===== src/rtl/reg_dump_pkg.sv =====
// rtl/reg_dump_pkg.sv - register-file width constants and dump FSM states
package reg_dump_pkg;

  localparam int RF_ADDR_W   = 5;
  localparam int RF_DATA_W   = 32;
  localparam int RF_NUM_REGS = 32;

  typedef enum logic [1:0] {
    ST_IDLE = 2'd0,
    ST_READ = 2'd1,
    ST_SEND = 2'd2,
    ST_DONE = 2'd3
  } dump_state_t;

endpackage


===== src/rtl/reg_dump_if.sv =====
// rtl/reg_dump_if.sv - valid/ready stream carrying {address, data} words
interface reg_dump_if
  import reg_dump_pkg::*;
#(
  parameter int ADDR_W = RF_ADDR_W,
  parameter int DATA_W = RF_DATA_W
) ();

  logic              out_valid;
  logic              out_ready;
  logic [ADDR_W-1:0] out_addr;
  logic [DATA_W-1:0] out_data;

  modport master (
    output out_valid,
    output out_addr,
    output out_data,
    input  out_ready
  );

  modport slave (
    input  out_valid,
    input  out_addr,
    input  out_data,
    output out_ready
  );

endinterface


===== src/rtl/reg_dump.sv =====
// rtl/reg_dump.sv - walks the register file and streams each register out
module reg_dump
  import reg_dump_pkg::*;
#(
  parameter int NUM_REGS = RF_NUM_REGS,
  parameter int ADDR_W   = RF_ADDR_W,
  parameter int DATA_W   = RF_DATA_W
) (
  input  logic              clock,
  input  logic              reset,
  input  logic              start,
  input  logic              abort,
  output logic [ADDR_W-1:0] rd_addr,
  input  logic [DATA_W-1:0] rd_data,
  output logic              busy,
  output logic              done,
  reg_dump_if.master        out_if
);

  localparam logic [ADDR_W-1:0] LAST_IDX = ADDR_W'(NUM_REGS - 1);

  dump_state_t       state_q;
  logic [ADDR_W-1:0] idx_q;
  logic              out_valid_q;
  logic              busy_q;
  logic              done_q;
  logic [ADDR_W-1:0] out_addr_q;
  logic [DATA_W-1:0] out_data_q;

  // busy doubles as the datapath write-stall, so it must be glitch-free: registered
  always_ff @(posedge clock) begin
    if (reset) begin
      state_q     <= ST_IDLE;
      idx_q       <= '0;
      out_valid_q <= 1'b0;
      busy_q      <= 1'b0;
      done_q      <= 1'b0;
      out_addr_q  <= '0;
      out_data_q  <= '0;
    end else begin
      done_q <= 1'b0;
      case (state_q)
        ST_IDLE: begin
          if (start && !abort) begin
            idx_q   <= '0;
            busy_q  <= 1'b1;
            state_q <= ST_READ;
          end
        end
        ST_READ: begin
          if (abort) begin
            busy_q  <= 1'b0;
            state_q <= ST_IDLE;
          end else begin
            out_addr_q  <= idx_q;
            out_data_q  <= rd_data;
            out_valid_q <= 1'b1;
            state_q     <= ST_SEND;
          end
        end
        ST_SEND: begin
          // abort wins over a same-cycle handshake; that word is treated as undelivered
          if (abort) begin
            out_valid_q <= 1'b0;
            busy_q      <= 1'b0;
            state_q     <= ST_IDLE;
          end else if (out_if.out_ready) begin
            out_valid_q <= 1'b0;
            if (idx_q == LAST_IDX) begin
              busy_q  <= 1'b0;
              done_q  <= 1'b1;
              state_q <= ST_DONE;
            end else begin
              idx_q   <= idx_q + ADDR_W'(1);
              state_q <= ST_READ;
            end
          end
        end
        ST_DONE: begin
          state_q <= ST_IDLE;
        end
        default: begin
          state_q <= ST_IDLE;
        end
      endcase
    end
  end

  assign rd_addr          = idx_q;
  assign busy             = busy_q;
  assign done             = done_q;
  assign out_if.out_valid = out_valid_q;
  assign out_if.out_addr  = out_addr_q;
  assign out_if.out_data  = out_data_q;

endmodule


===== src/flat_wrapper.sv =====
// flat-port wrapper written by rule: the top's interface ports become plain ports
module reg_dump_flat import reg_dump_pkg::*;
#(
  parameter int NUM_REGS = RF_NUM_REGS,
  parameter int ADDR_W   = RF_ADDR_W,
  parameter int DATA_W   = RF_DATA_W
)
  (clock, reset, start, abort, rd_addr, rd_data, busy, done, out_if_out_valid, out_if_out_addr, out_if_out_data, out_if_out_ready);
  reg_dump_if #(.ADDR_W(ADDR_W), .DATA_W(DATA_W)) out_if_i ();
  input  logic clock;
  input  logic reset;
  input  logic start;
  input  logic abort;
  output logic [ADDR_W-1:0] rd_addr;
  input  logic [DATA_W-1:0] rd_data;
  output logic busy;
  output logic done;
  output wire logic [$bits(out_if_i.out_valid)-1:0] out_if_out_valid;
  output wire logic [$bits(out_if_i.out_addr)-1:0] out_if_out_addr;
  output wire logic [$bits(out_if_i.out_data)-1:0] out_if_out_data;
  input wire logic [$bits(out_if_i.out_ready)-1:0] out_if_out_ready;
  assign out_if_out_valid = out_if_i.out_valid;
  assign out_if_out_addr = out_if_i.out_addr;
  assign out_if_out_data = out_if_i.out_data;
  assign out_if_i.out_ready = out_if_out_ready;
  reg_dump #(.NUM_REGS(NUM_REGS), .ADDR_W(ADDR_W), .DATA_W(DATA_W)) u_core (.clock(clock), .reset(reset), .start(start), .abort(abort), .rd_addr(rd_addr), .rd_data(rd_data), .busy(busy), .done(done), .out_if(out_if_i));
endmodule

===== config.mk =====
export PLATFORM = sky130hd
export DESIGN_NAME = reg_dump_flat
export DESIGN_NICKNAME = d
export VERILOG_FILES = /design/src/rtl/reg_dump_pkg.sv /design/src/rtl/reg_dump_if.sv /design/src/rtl/reg_dump.sv /design/src/flat_wrapper.sv
export SDC_FILE = /design/constraint.sdc
export NUM_CORES = 1
export LEC_CHECK = 0
export BUFFER_PORTS_ARGS = -buffer_cell sky130_fd_sc_hd__buf_2
export CAP_MARGIN = 40
export CORE_MARGIN = 4
export CORE_UTILIZATION = 45
export CTS_CLUSTER_DIAMETER = 40
export DETAILED_ROUTE_END_ITERATION = 12
export PLACE_DENSITY = 0.76
export SLEW_MARGIN = 5
export SYNTH_ARGS = -nofsm -noshare
export SYNTH_HDL_FRONTEND = slang
export SYNTH_SLANG_ARGS = --single-unit

===== constraint.sdc =====
create_clock -name clock -period 5.2 [get_ports clock]
set_clock_uncertainty 0.15 [all_clocks]
set_input_delay 0.78 -clock clock [delete_from_list [all_inputs] [get_ports clock]]
set_output_delay 0.78 -clock clock [all_outputs]
set_load 0.005 [all_outputs]

# After elaboration in Yosys (flattened, before gate mapping)
# Index checks and enable logic that the tools add are counted.
[classes] addsub=1 n_eq_ne=12 n_mux=22 bitwise_logic=3 n_reduce_logical=12
[ops] op="$mux W5" n=4
[ops] op="$mux W2" n=5
[ops] op="$ne A2 B2 Y1 const B" n=5
[ops] op="$pmux W5 S2" n=1
[ops] op="$reduce_and A5 Y1" n=2
[ops] op="$mux W1" n=9
[ops] op="$pmux W2 S4" n=1
[ops] op="$add A5 B1 Y5 const B" n=1
[ops] op="$eq A5 B5 Y1 const B" n=1
[ops] op="$eq A2 B2 Y1 const B" n=2
[ops] op="$reduce_and A2 Y1" n=2
[ops] op="$reduce_bool A2 Y1" n=2
[ops] op="$reduce_or A4 Y1" n=1
[ops] op="$ne A3 B2 Y1 const B" n=1
[ops] op="$ne A3 B3 Y1 const B" n=1
[ops] op="$not A1 Y1" n=3
[ops] op="$pmux W1 S3" n=1
[ops] op="$reduce_and A3 Y1" n=1
[ops] op="$reduce_bool A3 Y1" n=1
[ops] op="$eq A2 B1 Y1 const B" n=1
[ops] op="$logic_not A2 Y1" n=1
[ops] op="$ne A2 B1 Y1 const B" n=1
[ops] op="$pmux W1 S2" n=1
[ops] op="$logic_and A1 B1 Y1" n=1
[ops] op="$logic_not A1 Y1" n=1
[word_totals] ff_bits=47 inputBits=37 word_cells=57

# Longest topological paths before layout
# Gate-level depths: netlist of the first run.
[logic_depth] word_depth=5 depth_mapped=7 mapped_depth_nobuf=7

# Worst setup path after synthesis of the first run
# Ideal clock, no wire load.
[synth_timing] path_kind="register to register" startpoint="register u_core.idx_q[0] (netlist: u_core.rd_addr[0])" endpoint="register u_core.idx_q[0] (netlist: u_core.rd_addr[0])" setup_time_ns=0.128 t_arrival_ns=1.664 slack_ns=3.258 stages_incl_launch_ff=8 n_path_buf=0 synth_period_minus_slack_ns=1.942 cell_sequence="dfxtp_1 -> ha_1 -> and3_1 -> ha_1 -> nand3b_2 -> a211o_1 -> mux2i_1 -> nor2_1"
[synth_between] elab_chain_cells=5 word_cells_on_any_way=8 cone_classes="add/sub: 1; eq/ne: 2; mux: 4; reduce/logical: 1"
[synth_rtl] element="start, declared" line_no="reg_dump.sv:23" rtl="logic [ADDR_W-1:0] idx_q;"
[synth_rtl] element="start signal, assigned" line_no="reg_dump.sv:74" rtl="idx_q <= idx_q + ADDR_W'(1);"
[synth_rtl] element="$add A5 B1 Y5" line_no="reg_dump.sv:74"
[synth_rtl] element="$mux W5" line_no="reg_dump.sv:69" rtl="if (idx_q == LAST_IDX) begin"
[synth_rtl] element="$mux W5" line_no="reg_dump.sv:67" rtl="end else if (out_if.out_ready) begin"
[synth_rtl] element="$mux W5" line_no="reg_dump.sv:63" rtl="if (abort) begin"
[synth_rtl] element="$pmux W5 S2" line_no="reg_dump.sv:42" rtl="case (state_q)"
# Parallel ways exist; a longest one is shown, timed or not. The select of a mux whose other input is x is not followed.
# A chain may end at the register's enable or synchronous reset.

# Worst setup path in the final report of the first run
# Same ends and word-level chain as after synthesis.

==> impl_metrics.json, run 1 <==
{
  "drv_cap": 0,
  "power_switching_mw": 0.178,
  "syn-num-nets": 275,
  "maxSlewViolCount": 0,
  "drt_pre_antenna_iters": 4,
  "grt_max_degree": 48,
  "critical_path_class": "reg2reg",
  "finalCritPeriodShare": 0.407,
  "die_y_um": 73.5,
  "ios": 82,
  "cts_buffers": 5,
  "postCtsSetupBuffers": 0,
  "htree_levels": 2,
  "synth_cell_types": 33,
  "first_iter_violations": 89,
  "start_kind": "flop",
  "cts-resized-gates": 0,
  "hold_buffers": 0,
  "die-area_um2": 5410,
  "die_w_um": 73.5,
  "io_buffers": 81,
  "drive_gt1_frac": 0.321,
  "p_per_area_nw_per_um2": 305,
  "post-route-drc-count": 0,
  "fmax_mhz": 473,
  "synth_area_um2": 1930,
  "total_leakage_power_nw": 1.11,
  "syn_inst": 230,
  "n_antenna_cell": 0,
  "ctsRootBufferMaster": "clkbuf_8",
  "antenna_found_initial": 0,
  "path_clk_slew_ns": 0.08,
  "clkLatencyLatePin_ns": 0.29,
  "grt_pass1_vias": 1569,
  "seq_area_frac_synth": 0.487,
  "crit_path_max_fanout": 5,
  "syn_to_final_growth_pct": 25.6,
  "finalSetupViolations": 0,
  "worstPathArrival_ns": 2.11,
  "place_area_um2": 2320,
  "clockBufferDepth": 2,
  "p_clk_frac": 0.340,
  "initial_core_util": 0.473,
  "finalSetupTns_ns": 0,
  "overflow": 0,
  "min_path_type": "reg2reg",
  "power.internal_mw": 0.562,
  "gp_congestion": 0.782,
  "rows": 23,
  "synth.avg_cell_area_um2": 8.40,
  "drtAntennaViolNets": 0,
  "hold_viol_final": 0,
  "yosysWarnings": 0,
  "final_area_um2": 2430,
  "peakVddDrop_uv": 155,
  "coreArea_um2": 4090,
  "final_common_cell": "buf_2",
  "period_needed_ns": 2.11,
  "ys_ff_latch": 47,
  "combinationalPowerShare": 0.138,
  "worst_pin_slew_ns": 0.855,
  "cts_tree": "yes",
  "grt_pass1_wl_um": 6960,
  "wirelength_um": 4240,
  "status": "complete, no violations",
  "vias": 1737,
  "sw_frac_of_total": 0.241,
  "final_cell_mix": "81 x buf_2, 80 x nand2_1, 47 x dfxtp_1, 43 x a21oi_1, 8 x ha_1",
  "worstPathRequired_ns": 5.20,
  "grt_util_all_layers": 0.161,
  "wl_per_cell_um": 11.9,
  "cp-end-kind": "flop",
  "rsz0062_at_grt": "no",
  "hpwl_um": 3010,
  "clkSinkCount": 47,
  "seqPwrFrac": 0.522,
  "nets": 350,
  "vias_per_cell": 4.89,
  "timing.slew.headroom": 0.430
}
[worst max-delay path, stage by stage, from the launching register on]
cell,delay [ns]
dfxtp_1,0.36
ha_1,0.24
and3_1,0.21
ha_1,0.22
nand3b_2,0.23
a211o_1,0.37
mux2i_1,0.15
nor2_1,0.05
[registers in the layout, summed over array words and instances, names as in the netlist]
register and cells:
u_core.state_q 2, u_core.rd_addr 5, u_core.out_if.out_valid 1, u_core.done 1, u_core.out_if.out_data 32, u_core.busy 1, u_core.out_if.out_addr 5
[power by group through the flow]
stage / Clock (mW) / Sequential, mW / Combinational [mW]
3_5_place_dp: 0 / 0.395 / 0.104
3_3_place_gp: 0 / 0.395 / 0.102
5_1_grt: 0.271 / 0.389 / 0.116
2_1_floorplan: 0 / 0.397 / 0.0634
4_1_cts: 0.262 / 0.387 / 0.104
6_report: 0.252 / 0.386 / 0.102
[synthesized netlist by cell type (all sizes together)]
library cell,count,area (um2)
and3,1,6.26
o21bai,1,7.51
nor2b,1,6.26
nand3b,2,31.3
mux2i,2,20.0
clkbuf,6,22.5
nand2,81,307
o21ai,1,5.00
and2b,1,7.51
nand3,4,20.0
a31oi,1,6.26
buf,8,60.1
nand2b,3,26.3
a21oi,45,240
nor3b,3,27.5
nor3,3,25.0
inv,3,11.3
ha,8,100
a211o,1,8.76
dfxtp,47,941
nor2,4,15.0
a211oi,2,20.0
a311oi,2,17.5
[stage by stage]
step	utilization	hold WS [ns]	std cells	worst slack (ns)	total power, mW
2_1_floorplan	-	0.303	230	3.26	0.460
3_3_place_gp	0.569	0.289	348	2.88	0.496
3_5_place_dp	0.569	0.293	348	2.83	0.499
4_1_cts	0.594	0.305	355	3.09	0.752
5_1_grt	0.594	0.319	355	2.93	0.775
6_report	0.594	0.303	355	3.09	0.740
[logic make-up after synthesis]
kind of cell | synth area share
AOI/OAI and AO/OA | 0.158
buffers and inverters | 0.0486
and+or+nand+nor | 0.244
DFF | 0.487
adders and majority gates | 0.0518
muxes | 0.0104
[path summary, 6_finish.rpt]
path                              start                         end  slack [ns]  cells past startpoint
max reg2reg           u_core.rd_addr[0]           u_core.rd_addr[0]        3.09                      7
min          u_core.out_if.out_data[21]  u_core.out_if.out_data[21]        0.30                      2
min reg2reg  u_core.out_if.out_data[21]  u_core.out_if.out_data[21]        0.30                      2
max                   u_core.rd_addr[0]           u_core.rd_addr[0]        3.09                      7
[per-layer routing]
layer | GRT usage | wire length [um]
met5 | 0 | 0
met4 | 0.0483 | 53
met3 | 0.0383 | 317
met2 | 0.282 | 2050
met1 | 0.195 | 1820
[layout make-up]
type | instances | area (um2)
Fill cell | 417 | 1660
Sequential cell | 47 | 941
Multi-Input combinational cell | 166 | 897
Timing Repair Buffer | 82 | 413
Clock buffer | 6 | 72.6
Tap cell | 50 | 62.6
Clock inverter | 1 | 30.0
Inverter | 3 | 11.3
(Power assumes the default switching activity.)
==> run 2, diff against run 1 <==
- CORE_UTILIZATION: 45 -> 42
- PLACE_DENSITY: 0.76 -> 0.75
- clock period: 5.2 -> 1.8 ns (I/O delays scaled with it)
==> run 2 against run 1 <==
  * Routed wire length up 9.3%
  * Flip-flop and latch count stayed put
  * Power grew to 3.0 times the previous value
  * Sequential power rose to 2.9 times the previous value
  * Critical path type unchanged
  * Critical endpoint unchanged
==> impl_metrics.json, run 2 (same netlist as run 1, synthesis figures left out) <==
{
  "grt_max_degree": 32,
  "drv_cap": 0,
  "nets": 360,
  "cp-end-kind": "flop",
  "cts_tree": "yes",
  "hpwl_um": 3190,
  "critical_path_class": "reg2reg",
  "worst_pin_slew_ns": 0.385,
  "cts_buffers": 5,
  "die-area_um2": 5750,
  "place_inst": 360,
  "ctsRootBufferMaster": "clkbuf_8",
  "finalSetupTns_ns": 0,
  "vias_per_cell": 4.88,
  "wl_per_cell_um": 12.6,
  "worstPathArrival_ns": 1.82,
  "status": "complete, no violations",
  "period_needed_ns": 1.78,
  "clkSinkCount": 47,
  "overflow": 0,
  "fmax_mhz": 562,
  "rows": 24,
  "coreArea_um2": 4410,
  "hold_viol_final": 0,
  "n_fill_cell": 391,
  "drtAntennaViolNets": 0,
  "syn_to_final_growth_pct": 36.5,
  "clockBufferDepth": 2,
  "htree_levels": 2,
  "die_y_um": 75.8,
  "grt_pass1_vias": 1608,
  "final_cell_count_no_fill": 368,
  "finalCritPeriodShare": 0.988,
  "worstPathRequired_ns": 1.84,
  "io_buffers": 81,
  "drt_pre_antenna_iters": 4,
  "finalSetupViolations": 0,
  "peakVddDrop_uv": 497,
  "hold_buffers": 0,
  "first_iter_violations": 45,
  "rsz0062_at_grt": "yes",
  "timing.slew.headroom": 0.743,
  "p_per_area_nw_per_um2": 852,
  "wirelength_um": 4630,
  "n_antenna_cell": 0,
  "initial_core_util": 0.438,
  "post-route-drc-count": 0,
  "die_w_um": 75.8,
  "start_kind": "flop",
  "grt_util_all_layers": 0.156,
  "ios": 82,
  "maxSlewViolCount": 0,
  "clkLatencyLatePin_ns": 0.31,
  "gp_congestion": 0.756,
  "grt_pass1_wl_um": 7090,
  "final_cell_mix": "81 x buf_2, 80 x nand2_1, 44 x dfxtp_1, 43 x a21oi_1, 9 x buf_4",
  "postCtsSetupBuffers": 0,
  "total_leakage_power_nw": 1.19,
  "crit_path_max_fanout": 4,
  "min_path_type": "in2reg",
  "largest_reg_flops": 32,
  "path_clk_slew_ns": 0.10,
  "antenna_found_initial": 0,
  "final_common_cell": "buf_2",
  "vias": 1797,
  "drive_gt1_frac": 0.392
}
==> run 2: cell types whose count changed in the layout (fill, tap and decap cells not counted), moves of 2 or more <==
| cell | delta |
|---|---|
| buf_4 | +8 |
| dfxtp_1 | -3 |
| dfxtp_2 | +2 |
| ha_1 | -5 |
| ha_2 | +2 |
| ha_4 | +3 |
| nor3_2 | -2 |
| nor3_4 | +2 |
==> run 2: final cells by class <==
cell class	instances	area (um2)	area share
Multi-Input combinational cell	166	993	0.377
Clock buffer	5	68.8	0.0261
Timing Repair Buffer	92	504	0.191
Tap cell	52	65.1	0.0247
Sequential cell	47	947	0.359
Clock inverter	3	46.3	0.0176
Inverter	3	11.3	0.00427
==> run 2: what timing repair did <==
item	CTS	global route
pin swaps	3	5
gates resized for setup	4	15
endpoints found under the setup margin	3	21
hold endpoints to repair	0	0
==> run 2: final timing paths <==
path / from / to / slack (ns) / cells after the start
hold reg to reg: u_core.out_if.out_data[9] / u_core.out_if.out_data[9] / 0.31 / 2
setup / recovery: u_core.rd_addr[1] / u_core.rd_addr[0] / 0.02 / 7
setup reg to reg: u_core.rd_addr[1] / u_core.rd_addr[0] / 0.02 / 7
hold / removal: rd_data[15] / u_core.out_if.out_data[15] / 0.04 / 3
==> run 2: where the power goes <==
part / switching, mW / total [mW] / internal, mW
registers: 0.0281 / 1.12 / 1.09
clock network: 0.371 / 0.789 / 0.419
logic: 0.188 / 0.340 / 0.152
==> run 2: critical path, cell delays in order (launching register included) <==
cell and delay, ns:
dfxtp_2 0.35, ha_4 0.16, and3_4 0.16, ha_4 0.17, nand3b_4 0.17, a211o_1 0.31, mux2i_1 0.15, nor2_1 0.05
==> run 2: metrics by stage <==
stage                util  setup WS, ns  cell area (um2)  power [mW]  hold slack (ns)
floorplan               -        0.0301             1950        1.33            0.256
global placement    0.551       0.00807             2430        1.45            0.289
detailed placement  0.551       -0.0541             2430        1.46            0.293
CTS                 0.582       0.00576             2570        2.25           0.0367
global route        0.597       -0.0439             2640        2.35           0.0361
finish              0.597        0.0213             2640        2.25           0.0367
==> run 2: per-layer routing <==
metal	share of wire	routed length (um)	vias to the layer above	GRT usage
li1	-	-	924	-
met3	0.085	392	7	0.0422
met1	0.43	2000	802	0.196
met2	0.47	2190	64	0.262
met5	0	0	-	0
met4	0.0099	46	0	0.0447
==> run 3, diff against run 2 <==
- ABC_AREA: default -> 1
- GPL_TIMING_DRIVEN: default -> 0
- PLACE_DENSITY: 0.75 -> 0.74
==> run 3 against run 2 <==
  * Flip-flop and latch count did not move
  * Hold slack improved by 0.012 ns
  * Critical path depth is 1 higher
  * Combinational power rose by 35%
  * Utilization down 2.2 points
  * Highest routed layer unchanged
  * Register-to-register slack better by 0.08 ns
  * Setup slack gained 0.079 ns
  * First-iteration DRC count increased by 140%
==> impl_metrics.json, run 3 <==
{
  "fmax_mhz": 588,
  "initial_core_util": 0.442,
  "die_w_um": 76.2,
  "p_per_area_nw_per_um2": 941,
  "timing.slew.headroom": 0.689,
  "yosysWarnings": 0,
  "syn_inst": 263,
  "die-area_um2": 5800,
  "synth_top_area_frac": 0.482,
  "async_flop_share": 0,
  "timing.hold.ws_ns": 0.0487,
  "n_antenna_cell": 0,
  "ios": 82,
  "first_iter_violations": 110,
  "cts_buffers": 5,
  "synth_cell_types": 19,
  "clockBufferDepth": 2,
  "htree_levels": 2,
  "worst_pin_slew_ns": 0.466,
  "nets": 396,
  "clkLatencyLatePin_ns": 0.29,
  "drive_gt1_frac": 0.330,
  "postLayoutCoreUtil": 0.575,
  "overflow": 0,
  "synth_commonest_cells": "92 x nor2_1, 47 x dfxtp_1, 23 x nand2_1, 22 x o21ai_1, 21 x o21ai_0",
  "post-synth-top-count-cell": "nor2_1",
  "final_common_cell": "nor2_1",
  "coreArea_um2": 4410,
  "place_area_um2": 2420,
  "worstPathRequired_ns": 1.84,
  "wl_per_cell_um": 11.4,
  "start_kind": "flop",
  "largest_reg_flops": 32,
  "seq_area_frac_synth": 0.482,
  "ys_ff_latch": 47,
  "worstPathArrival_ns": 1.74,
  "period_needed_ns": 1.70,
  "syn_to_final_growth_pct": 30.1,
  "postCtsSetupBuffers": 0,
  "synth_edf_count": 0,
  "whs_path_depth": 2,
  "status": "complete, no violations",
  "synthFlopType": "dfxtp_1",
  "clkSinkCount": 47,
  "hold_buffers": 0,
  "vias_per_cell": 4.73,
  "r2r_cells": 8,
  "post-route-drc-count": 0,
  "finalCritPeriodShare": 0.944,
  "finalSetupViolations": 0,
  "syn-num-nets": 308,
  "ctsRootBufferMaster": "clkbuf_8",
  "grt_util_all_layers": 0.160,
  "gp_congestion": 0.844,
  "cp-end-kind": "flop",
  "hpwl_um": 3450,
  "rows": 24,
  "worst_slack_ns": 0.100,
  "wirelength_um": 4590,
  "grt_max_degree": 14,
  "antenna_found_initial": 0,
  "maxSlewViolCount": 0,
  "grt_pass1_wl_um": 7870,
  "min_path_type": "in2reg",
  "path_clk_slew_ns": 0.08,
  "total_leakage_power_nw": 1.29,
  "multiInputGateArea_um2": 871,
  "synth_area_leader_cell": "dfxtp_1",
  "vias": 1908,
  "crit_path_max_fanout": 6,
  "grt_pass1_vias": 1743,
  "critical_path_class": "reg2reg",
  "place_ws_ns": -0.00394,
  "synth_area_um2": 1950,
  "final_area_um2": 2540,
  "synth.avg_cell_area_um2": 7.42,
  "cts_tree": "yes",
  "drtAntennaViolNets": 0,
  "io_buffers": 81,
  "die_y_um": 76.2,
  "drv_cap": 0,
  "n_fill_cell": 440,
  "synthTopCellsByArea": "dfxtp_1 48%, nor2_1 18%, o21ai_1 5.6%",
  "hold_viol_final": 0,
  "final_cell_mix": "91 x nor2_1, 87 x buf_2, 44 x dfxtp_1, 24 x o21ai_1, 23 x nand2_1",
  "regArea_um2": 945,
  "peakVddDrop_uv": 414,
  "drt_pre_antenna_iters": 4
}
[run 3: cell count changes after synthesis, sizes merged, moves of 3 or more]
cell    previous run  this run
a21oi             45         5
nand2b             3         0
nor2               4        95
o21ai              1        43
nand3              4         7
inv                3        17
nand2             81        27
nor3b              3         0
buf                8        11
clkbuf             6         2
[run 3: stage by stage]
step                total power [mW]  std cells  setup TNS [ns]
finish                          2.39        403               0
floorplan                       1.49        263               0
global placement                1.67        396               0
CTS                             2.41        403         -0.0186
detailed placement              1.68        396        -0.00702
global route                    2.56        403         -0.0123
[run 3: routing by layer]
| metal | global-route usage | part of all wire | wire, um | vias up |
|---|---|---|---|---|
| met2 | 0.266 | 0.45 | 2040 | 60 |
| li1 | - | - | - | 1004 |
| met3 | 0.0473 | 0.085 | 389 | 5 |
| met1 | 0.205 | 0.46 | 2120 | 839 |
| met4 | 0.0315 | 0.0087 | 40 | 0 |
| met5 | 0 | 0 | 0 | - |
[run 3: power by group]
group	total [mW]	internal, mW	leakage [nW]	switching [mW]
Combinational	0.460	0.206	0.848	0.253
Clock	0.735	0.407	0.0513	0.328
Sequential	1.19	1.14	0.386	0.0533
[run 3: timing repair]
action	CTS	global route
pin swaps	1	1
setup endpoints to repair	3	7
endpoints found under the hold margin	0	0
gates resized for setup	0	8
[run 3: worst paths after layout]
kind,start,endpoint,slack [ns]
worst max-delay path,u_core.rd_addr[0],u_core.rd_addr[1],0.10
worst max register to register,u_core.rd_addr[0],u_core.rd_addr[1],0.10
worst min register to register,u_core.out_if.out_valid,u_core.out_if.out_valid,0.31
worst min-delay path,reset,u_core.rd_addr[2],0.05
[run 3: critical path, cell delays in order (launching register included)]
cell and delay, ns:
dfxtp_2 0.35, ha_1 0.21, nand2_1 0.11, nor2_2 0.06, ha_2 0.19, o21ai_1 0.15, nand3_2 0.15, o21ai_0 0.18
nor2_1 0.05
[run 3: logic make-up (layout without fill, tap and decap cells)]
| kind of cell | after synthesis | in the layout | share of synthesized area |
|---|---|---|---|
| flip-flops | 47 | 47 | 0.482 |
| AND/OR/NAND/NOR | 130 | 130 | 0.267 |
| adder cells (fa/ha/maj) | 8 | 8 | 0.0513 |
| buffers and inverters | 30 | 118 | 0.0763 |
| AO/OA/AOI/OAI | 48 | 48 | 0.123 |
[run 3: cell type report]
type | instances | share of cell area
multi-input cells | 186 | 0.343
clock buffers | 6 | 0.0286
inverters | 17 | 0.0261
clock inverters | 1 | 0.0118
well taps | 52 | 0.0256
plain buffers | 13 | 0.0325
repair buffers | 81 | 0.160
flip-flops and latches | 47 | 0.372
